### src/rtl/mem_access_pkg.sv
`default_nettype none
// ============================================================================
// Module      : mem_access_pkg
// Description : Shared encodings for the memory-stage access sequencer.
// Revision    : 1.0 - initial release
// ============================================================================
package mem_access_pkg;

    // Load encodings, shared with the instruction decoder
    localparam logic [2:0] c_RD_NONE = 3'b000;
    localparam logic [2:0] c_RD_LB   = 3'b001;
    localparam logic [2:0] c_RD_LH   = 3'b010;
    localparam logic [2:0] c_RD_LW   = 3'b011;
    localparam logic [2:0] c_RD_LBU  = 3'b100;
    localparam logic [2:0] c_RD_LHU  = 3'b101;

    // Store encodings
    localparam logic [1:0] c_WR_NONE = 2'b00;
    localparam logic [1:0] c_WR_SB   = 2'b01;
    localparam logic [1:0] c_WR_SH   = 2'b10;
    localparam logic [1:0] c_WR_SW   = 2'b11;

    // Fault causes
    localparam logic [1:0] c_FAULT_MISALIGNED = 2'b00;
    localparam logic [1:0] c_FAULT_ILLEGAL    = 2'b01;
    localparam logic [1:0] c_FAULT_TIMEOUT    = 2'b10;

    typedef enum logic [1:0] {
        ST_IDLE = 2'd0,
        ST_REQ  = 2'd1,
        ST_WAIT = 2'd2,
        ST_DONE = 2'd3
    } state_t;

    function automatic logic is_legal_read(input logic [2:0] code);
        return (code <= c_RD_LHU);
    endfunction

endpackage
`default_nettype wire

### src/rtl/load_data_aligner.sv
`default_nettype none
// ============================================================================
// Module      : load_data_aligner
// Description : Selects the addressed byte/half-word of a read word and
//               sign- or zero-extends it according to the load type.
// Revision    : 1.0 - initial release
// ============================================================================
module load_data_aligner
    import mem_access_pkg::*;
(
    input  logic [31:0] i_word,
    input  logic [1:0]  i_offset,
    input  logic [2:0]  i_load_type,
    output logic [31:0] o_data
);

    logic [7:0]  w_byte;
    logic [15:0] w_half;

    always_comb begin
        w_byte = 8'h00;
        case (i_offset)
            2'd0:    w_byte = i_word[7:0];
            2'd1:    w_byte = i_word[15:8];
            2'd2:    w_byte = i_word[23:16];
            default: w_byte = i_word[31:24];
        endcase
        // Half-word loads are already known to be 2-byte aligned here
        w_half = i_offset[1] ? i_word[31:16] : i_word[15:0];
    end

    always_comb begin
        o_data = 32'h0000_0000;
        case (i_load_type)
            c_RD_LB:  o_data = {{24{w_byte[7]}}, w_byte};
            c_RD_LH:  o_data = {{16{w_half[15]}}, w_half};
            c_RD_LW:  o_data = i_word;
            c_RD_LBU: o_data = {24'h000000, w_byte};
            c_RD_LHU: o_data = {16'h0000, w_half};
            default:  o_data = 32'h0000_0000;
        endcase
    end

endmodule
`default_nettype wire

### src/rtl/mem_access_sequencer.sv
`default_nettype none
// ============================================================================
// Module      : mem_access_sequencer
// Description : Sequences one data-cache transaction per memory-stage
//               instruction, stalls the pipeline and reports faults.
// Revision    : 1.0 - initial release
// ============================================================================
module mem_access_sequencer
    import mem_access_pkg::*;
#(
    parameter int TIMEOUT_CYCLES = 255
) (
    input  logic        CLK,
    input  logic        RST_N,
    input  logic        MEM_VALID,
    input  logic [2:0]  DATA_CACHE_READ,
    input  logic [1:0]  DATA_CACHE_WRITE,
    input  logic [31:0] ADDRESS,
    input  logic [31:0] STORE_DATA,
    input  logic [4:0]  RD_ADDRESS,
    output logic        STALL,
    output logic        CACHE_REQ_VALID,
    input  logic        CACHE_REQ_READY,
    output logic        CACHE_REQ_WRITE,
    output logic [31:0] CACHE_REQ_ADDRESS,
    output logic [3:0]  CACHE_REQ_BYTE_EN,
    output logic [31:0] CACHE_REQ_WDATA,
    input  logic        CACHE_RESP_VALID,
    input  logic [31:0] CACHE_RESP_RDATA,
    output logic        LOAD_VALID,
    output logic [31:0] LOAD_DATA,
    output logic [4:0]  LOAD_RD_ADDRESS,
    output logic        ACCESS_FAULT,
    output logic [1:0]  FAULT_CAUSE
);

    localparam int                 c_CNT_W       = $clog2(TIMEOUT_CYCLES + 1);
    localparam logic [c_CNT_W-1:0] c_TIMEOUT_VAL = c_CNT_W'(TIMEOUT_CYCLES);

    state_t             r_state;
    state_t             w_state_next;
    logic [c_CNT_W-1:0] r_count;
    logic [c_CNT_W-1:0] w_count_next;
    logic               w_timeout_fire;

    logic               r_req_write;
    logic [31:0]        r_req_addr;
    logic [3:0]         r_byte_en;
    logic [31:0]        r_wdata;
    logic [1:0]         r_offset;
    logic [2:0]         r_load_type;
    logic [4:0]         r_rd_latched;
    logic [31:0]        r_load_data;
    logic [4:0]         r_load_rd;
    logic               r_load_done;
    logic               r_is_fault;
    logic [1:0]         r_fault_cause;

    logic               w_has_access;
    logic               w_illegal;
    logic               w_misaligned;
    logic               w_fault;
    logic [3:0]         w_byte_en;
    logic [31:0]        w_wdata;
    logic [31:0]        w_aligned;

    // Decode of the instruction presented in IDLE
    always_comb begin
        w_has_access = (DATA_CACHE_READ != c_RD_NONE) || (DATA_CACHE_WRITE != c_WR_NONE);
        w_illegal    = !is_legal_read(DATA_CACHE_READ) ||
                       ((DATA_CACHE_READ != c_RD_NONE) && (DATA_CACHE_WRITE != c_WR_NONE));
        w_misaligned = ((DATA_CACHE_READ == c_RD_LH || DATA_CACHE_READ == c_RD_LHU ||
                         DATA_CACHE_WRITE == c_WR_SH) && ADDRESS[0]) ||
                       ((DATA_CACHE_READ == c_RD_LW || DATA_CACHE_WRITE == c_WR_SW) &&
                        (ADDRESS[1:0] != 2'b00));
        w_fault      = w_illegal || w_misaligned;
    end

    always_comb begin
        w_byte_en = 4'b1111;
        w_wdata   = 32'h0000_0000;
        case (DATA_CACHE_WRITE)
            c_WR_SB: begin
                w_byte_en = 4'b0001 << ADDRESS[1:0];
                w_wdata   = {4{STORE_DATA[7:0]}};
            end
            c_WR_SH: begin
                w_byte_en = 4'b0011 << {ADDRESS[1], 1'b0};
                w_wdata   = {2{STORE_DATA[15:0]}};
            end
            c_WR_SW: begin
                w_byte_en = 4'b1111;
                w_wdata   = STORE_DATA;
            end
            default: begin
                w_byte_en = 4'b1111;
                w_wdata   = 32'h0000_0000;
            end
        endcase
    end

    load_data_aligner u_load_data_aligner (
        .i_word      (CACHE_RESP_RDATA),
        .i_offset    (r_offset),
        .i_load_type (r_load_type),
        .o_data      (w_aligned)
    );

    // Completion in the final allowed cycle takes priority over the timeout
    always_comb begin
        w_state_next   = r_state;
        w_count_next   = r_count + 1'b1;
        w_timeout_fire = 1'b0;
        case (r_state)
            ST_IDLE: begin
                if (MEM_VALID && w_has_access) begin
                    w_state_next = w_fault ? ST_DONE : ST_REQ;
                end
            end
            ST_REQ: begin
                if (CACHE_REQ_READY) begin
                    w_state_next = r_req_write ? ST_DONE : ST_WAIT;
                end else if (w_count_next == c_TIMEOUT_VAL) begin
                    w_state_next   = ST_DONE;
                    w_timeout_fire = 1'b1;
                end
            end
            ST_WAIT: begin
                if (CACHE_RESP_VALID) begin
                    w_state_next = ST_DONE;
                end else if (w_count_next == c_TIMEOUT_VAL) begin
                    w_state_next   = ST_DONE;
                    w_timeout_fire = 1'b1;
                end
            end
            default: w_state_next = ST_IDLE;
        endcase
    end

    always_ff @(posedge CLK or negedge RST_N) begin
        if (!RST_N) begin
            r_state <= ST_IDLE;
        end else begin
            r_state <= w_state_next;
        end
    end

    always_ff @(posedge CLK or negedge RST_N) begin
        if (!RST_N) begin
            r_count       <= '0;
            r_req_write   <= 1'b0;
            r_req_addr    <= 32'h0000_0000;
            r_byte_en     <= 4'b0000;
            r_wdata       <= 32'h0000_0000;
            r_offset      <= 2'b00;
            r_load_type   <= c_RD_NONE;
            r_rd_latched  <= 5'd0;
            r_load_data   <= 32'h0000_0000;
            r_load_rd     <= 5'd0;
            r_load_done   <= 1'b0;
            r_is_fault    <= 1'b0;
            r_fault_cause <= 2'b00;
        end else begin
            case (r_state)
                ST_IDLE: begin
                    if (MEM_VALID && w_has_access) begin
                        if (w_fault) begin
                            r_is_fault    <= 1'b1;
                            r_fault_cause <= w_illegal ? c_FAULT_ILLEGAL : c_FAULT_MISALIGNED;
                        end else begin
                            r_count      <= '0;
                            r_req_write  <= (DATA_CACHE_WRITE != c_WR_NONE);
                            r_req_addr   <= {ADDRESS[31:2], 2'b00};
                            r_byte_en    <= w_byte_en;
                            r_wdata      <= w_wdata;
                            r_offset     <= ADDRESS[1:0];
                            r_load_type  <= DATA_CACHE_READ;
                            r_rd_latched <= RD_ADDRESS;
                        end
                    end
                end
                ST_REQ, ST_WAIT: begin
                    r_count <= w_count_next;
                    if (w_timeout_fire) begin
                        r_is_fault    <= 1'b1;
                        r_fault_cause <= c_FAULT_TIMEOUT;
                    end else if (r_state == ST_WAIT && CACHE_RESP_VALID) begin
                        r_load_data <= w_aligned;
                        r_load_rd   <= r_rd_latched;
                        r_load_done <= 1'b1;
                    end
                end
                default: begin
                    r_load_done <= 1'b0;
                    r_is_fault  <= 1'b0;
                end
            endcase
        end
    end

    // Reset also masks the combinational stall so every output reads 0
    assign STALL             = RST_N &&
                               ((r_state == ST_IDLE && MEM_VALID && w_has_access) ||
                                r_state == ST_REQ || r_state == ST_WAIT);
    assign CACHE_REQ_VALID   = (r_state == ST_REQ);
    assign CACHE_REQ_WRITE   = r_req_write;
    assign CACHE_REQ_ADDRESS = r_req_addr;
    assign CACHE_REQ_BYTE_EN = r_byte_en;
    assign CACHE_REQ_WDATA   = r_wdata;
    assign LOAD_VALID        = (r_state == ST_DONE) && r_load_done;
    assign LOAD_DATA         = r_load_data;
    assign LOAD_RD_ADDRESS   = r_load_rd;
    assign ACCESS_FAULT      = (r_state == ST_DONE) && r_is_fault;
    assign FAULT_CAUSE       = r_fault_cause;

endmodule
`default_nettype wire

### config.mk
export PLATFORM = sky130hd
export DESIGN_NAME = mem_access_sequencer
export DESIGN_NICKNAME = d
export VERILOG_FILES = /design/src/rtl/mem_access_pkg.sv /design/src/rtl/load_data_aligner.sv /design/src/rtl/mem_access_sequencer.sv
export SDC_FILE = /design/constraint.sdc
export NUM_CORES = 1
export LEC_CHECK = 0
export CORE_ASPECT_RATIO = 0.7
export CORE_MARGIN = 2
export CORE_UTILIZATION = 36
export CTS_BUF_LIST = sky130_fd_sc_hd__clkbuf_4 sky130_fd_sc_hd__clkbuf_8
export CTS_CLUSTER_DIAMETER = 80
export CTS_CLUSTER_SIZE = 40
export DETAILED_ROUTE_END_ITERATION = 6
export PLACE_DENSITY = 0.65
export SLEW_MARGIN = 20
export SYNTH_ARGS = -nofsm -noshare
export SYNTH_HDL_FRONTEND = slang
export SYNTH_SLANG_ARGS = --single-unit
### constraint.sdc
create_clock -name CLK -period 3.6 [get_ports CLK]
set_input_delay 0.36 -clock CLK [delete_from_list [all_inputs] [get_ports CLK]]
set_output_delay 0.36 -clock CLK [all_outputs]
set_load 0.1 [all_outputs]
==> metrics.yaml <==
layout:
  layout-drive-gt1-share: 0.134
  syn2layout_area_growth_pct: 42.0
  diodes: 0
  nFillCells: 1550
  final_nets: 926
  final_cells: 1051
  multiInputGateArea_sq_um: 3100
  seq_area_sq_um: 3200
logic_synthesis:
  synth_top_area_cell: "dfrtp_1"
  synth_cells: 598
  yosysWarnings: 0
  synthFlopType: "dfrtp_1"
  synth.top_cell.area_share: 0.485
  synth_top_cells_by_count: "dfrtp_1, nand2_1, o21ai_0"
  avgSynthCellArea_sq_um: 11.0
  synth-seq-cells: 128
  syn_area_sq_um: 6600
  yosysMostFrequentCell: "dfrtp_1"
  synth_edf_count: 0
  yosysSeqAreaShare: 0.485
  synthArstFlopShare: 1.00
  ys_types: 55
  synth.area.top_cells: "dfrtp_1, mux2_4, nand2_1"
setup_path:
  required_ns: 3.92
  worstSetupPathType: "flop to flop"
  r2r_end: "CACHE_REQ_ADDRESS[14]$_DFFE_PN0P_"
  path_cells: "inv_1, ha_1, inv_1, or4b_4, buf_12, mux2_4"
  critPathLaunchType: "flop"
  cpMostUsedCell: "inv_1"
  reg2reg_depth: 6
  regToRegSetupSlack_ns: 0.71
  end_kind: "flop"
  cp_max_fo: 52
  cp_slowest_cell: "or4b_4"
  arrival_ns: 3.21
  max_stage_delay_ns: 0.86
  reg2reg_from: "r_state[0]$_DFFE_PN0N_"
routing:
  drtAntennaViolNets: 0
  first_pass_iters: 5
  wl_per_cell_microns: 18.2
  wirelength_microns: 19200
  drtIter0Drc: 477
  remaining_drc_errors: 0
  vias: 5678
  vias_per_cell: 5.40
sta:
  grt_setup_unrepaired: "false"
  fin_skew_ns: 0.0169
  holdWs_ns: 0.372
  tightestPinTransition_ns: 1.04
  tns_ns: 0
  drv_slew: 0
  fmax_mhz: 346
  hold_viol_final: 0
  finalCritPeriodShare: 0.802
  finalWorstSetupSlack_ns: 0.714
  period_minus_slack_ns: 2.89
  slew_headroom: 0.307
  setup_violations: 0
clock_tree:
  insertion_delay_ns: 0.44
  post_cts_buffers: 0
  cts.path.max_buffers: 2
  cts_made_buffers: 17
  cts_root_buf: "clkbuf_8"
  cts_resized: 0
  cts_num_sinks: 128
  cts_tree: "yes"
  clk_pin_slew_ns: 0.09
  cts_htree_levels: 4
global_route:
  grt_max_degree: 70
  antenna_found_initial: 0
  grt_pass1_wl_microns: 30700
  grt_pass1_vias: 5714
  grt_util_all_layers: 0.196
  overflow: 0
floorplan:
  rows: 41
  ios: 223
  fp.dieW_microns: 166
  core_area_sq_um: 18000
  die_h_microns: 117
  dieArea_sq_um: 19500
  start_util: 0.367
job:
  cap_violations: 0
place:
  io_buffers: 220
  dp_slack_ns: 0.467
  dp.cells: 1018
  gp_congestion: 0.835
  hpwl_microns: 13900
run_status:
  outcome: "complete, no violations"
min_path:
  holdCritPathClass: "input port to async pin"
==> worst max-delay path, delay by kind of cell, from the launching register on <==
| kind | cells | cell delay, ns |
|---|---|---|
| simple gates | 1 | 0.86 |
| mux | 1 | 0.32 |
| buf+inv | 3 | 0.64 |
| flops | 1 | 0.43 |
| fa+ha+maj | 1 | 0.48 |
==> kinds of logic (layout without fill, tap and decap cells) <==
| family | count (synthesis) | count (layout) | synth area share |
|---|---|---|---|
| adder cells (fa/ha/maj) | 13 | 13 | 0.0246 |
| multiplexers | 57 | 57 | 0.132 |
| AO/OA/AOI/OAI | 194 | 194 | 0.209 |
| AND/OR/NAND/NOR | 141 | 141 | 0.0989 |
| other | 1 | 2 | 0.000568 |
| buffers and inverters | 62 | 278 | 0.0468 |
| flip-flops | 128 | 128 | 0.485 |
| XOR/XNOR | 2 | 2 | 0.00265 |
==> metal layers <==
| metal | routed length [microns] | share of wire | GRT usage | vias to the layer above |
|---|---|---|---|---|
| met5 | 0 | 0 | 0 | - |
| met4 | 181 | 0.0094 | 0.0511 | 0 |
| met3 | 1710 | 0.089 | 0.0621 | 17 |
| met2 | 8390 | 0.44 | 0.291 | 314 |
| met1 | 8900 | 0.46 | 0.278 | 2732 |
| li1 | - | - | - | 2615 |
==> metrics by stage <==
stage          cell area [sq um]  utilization
6_report                    9380        0.521
5_1_grt                     9380        0.521
4_1_cts                     9370        0.520
3_5_place_dp                8950        0.497
3_3_place_gp                8950        0.497
2_1_floorplan               6610            -
==> worst max path at each step <==
stage,startpoint,end,slack (ns),cells after the start
after floorplan,r_state[1]$_DFFE_PN0N_,LOAD_RD_ADDRESS[0]$_DFFE_PN0P_,0.87,6
final,r_state[0]$_DFFE_PN0N_,CACHE_REQ_ADDRESS[14]$_DFFE_PN0P_,0.71,6
after global routing,r_state[0]$_DFFE_PN0N_,CACHE_REQ_ADDRESS[14]$_DFFE_PN0P_,0.64,6
after CTS,r_state[1]$_DFFE_PN0N_,CACHE_REQ_VALID,0.72,3
after detailed placement,DATA_CACHE_WRITE[0],CACHE_REQ_ADDRESS[18]$_DFFE_PN0P_,0.47,8
after global placement,DATA_CACHE_WRITE[0],CACHE_REQ_ADDRESS[15]$_DFFE_PN0P_,0.57,8
==> repair_timing <==
action | CTS | global route
hold endpoints to repair | 33 | 0
hold buffers | 1 | 0
endpoints found under the setup margin | 0 | 0
==> flip-flops by register name (all words and copies together) (netlist names) <==
register,flops
CACHE_REQ_BYTE_EN,4
CACHE_REQ_ADDRESS,30
r_load_done,1
r_count,8
LOAD_RD_ADDRESS,5
r_rd_latched,5
r_state,2
r_load_type,3
LOAD_DATA,32
FAULT_CAUSE,2
r_is_fault,1
CACHE_REQ_WRITE,1
CACHE_REQ_WDATA,32
r_offset,2
==> layout make-up <==
class                           instances  area share
Multi-Input combinational cell        409       0.331
Clock inverter                         15      0.0187
Tap cell                              236      0.0315
Sequential cell                       128       0.342
Inverter                               14     0.00561
Timing Repair Buffer                  232       0.247
Clock buffer                           17      0.0250
==> placed cells by master, fill, tap and decap left out, drive strengths merged, types with 3 or more instances in the layout <==
cell type | netlist | routed
nor2 | 17 | 17
a21oi | 15 | 15
mux4 | 8 | 8
nand2 | 75 | 75
ha | 13 | 13
clkbuf | 29 | 17
nor2b | 4 | 4
a222oi | 17 | 17
mux2 | 46 | 46
o21a | 3 | 3
dfrtp | 128 | 128
a211oi | 18 | 18
clkdlybuf4s50 | 0 | 216
and2 | 18 | 18
a22oi | 16 | 16
clkinvlp | 0 | 3
buf | 19 | 15
inv | 14 | 22
nand2b | 5 | 5
o22ai | 3 | 3
o31ai | 25 | 25
a21o | 20 | 20
nor3 | 6 | 6
o21ai | 54 | 54
a21boi | 3 | 3
a221oi | 8 | 8
mux2i | 3 | 3
nand3 | 7 | 7
Power is not shown: default switching activity piles up to over one toggle a cycle in this logic, so the estimate is an artifact.
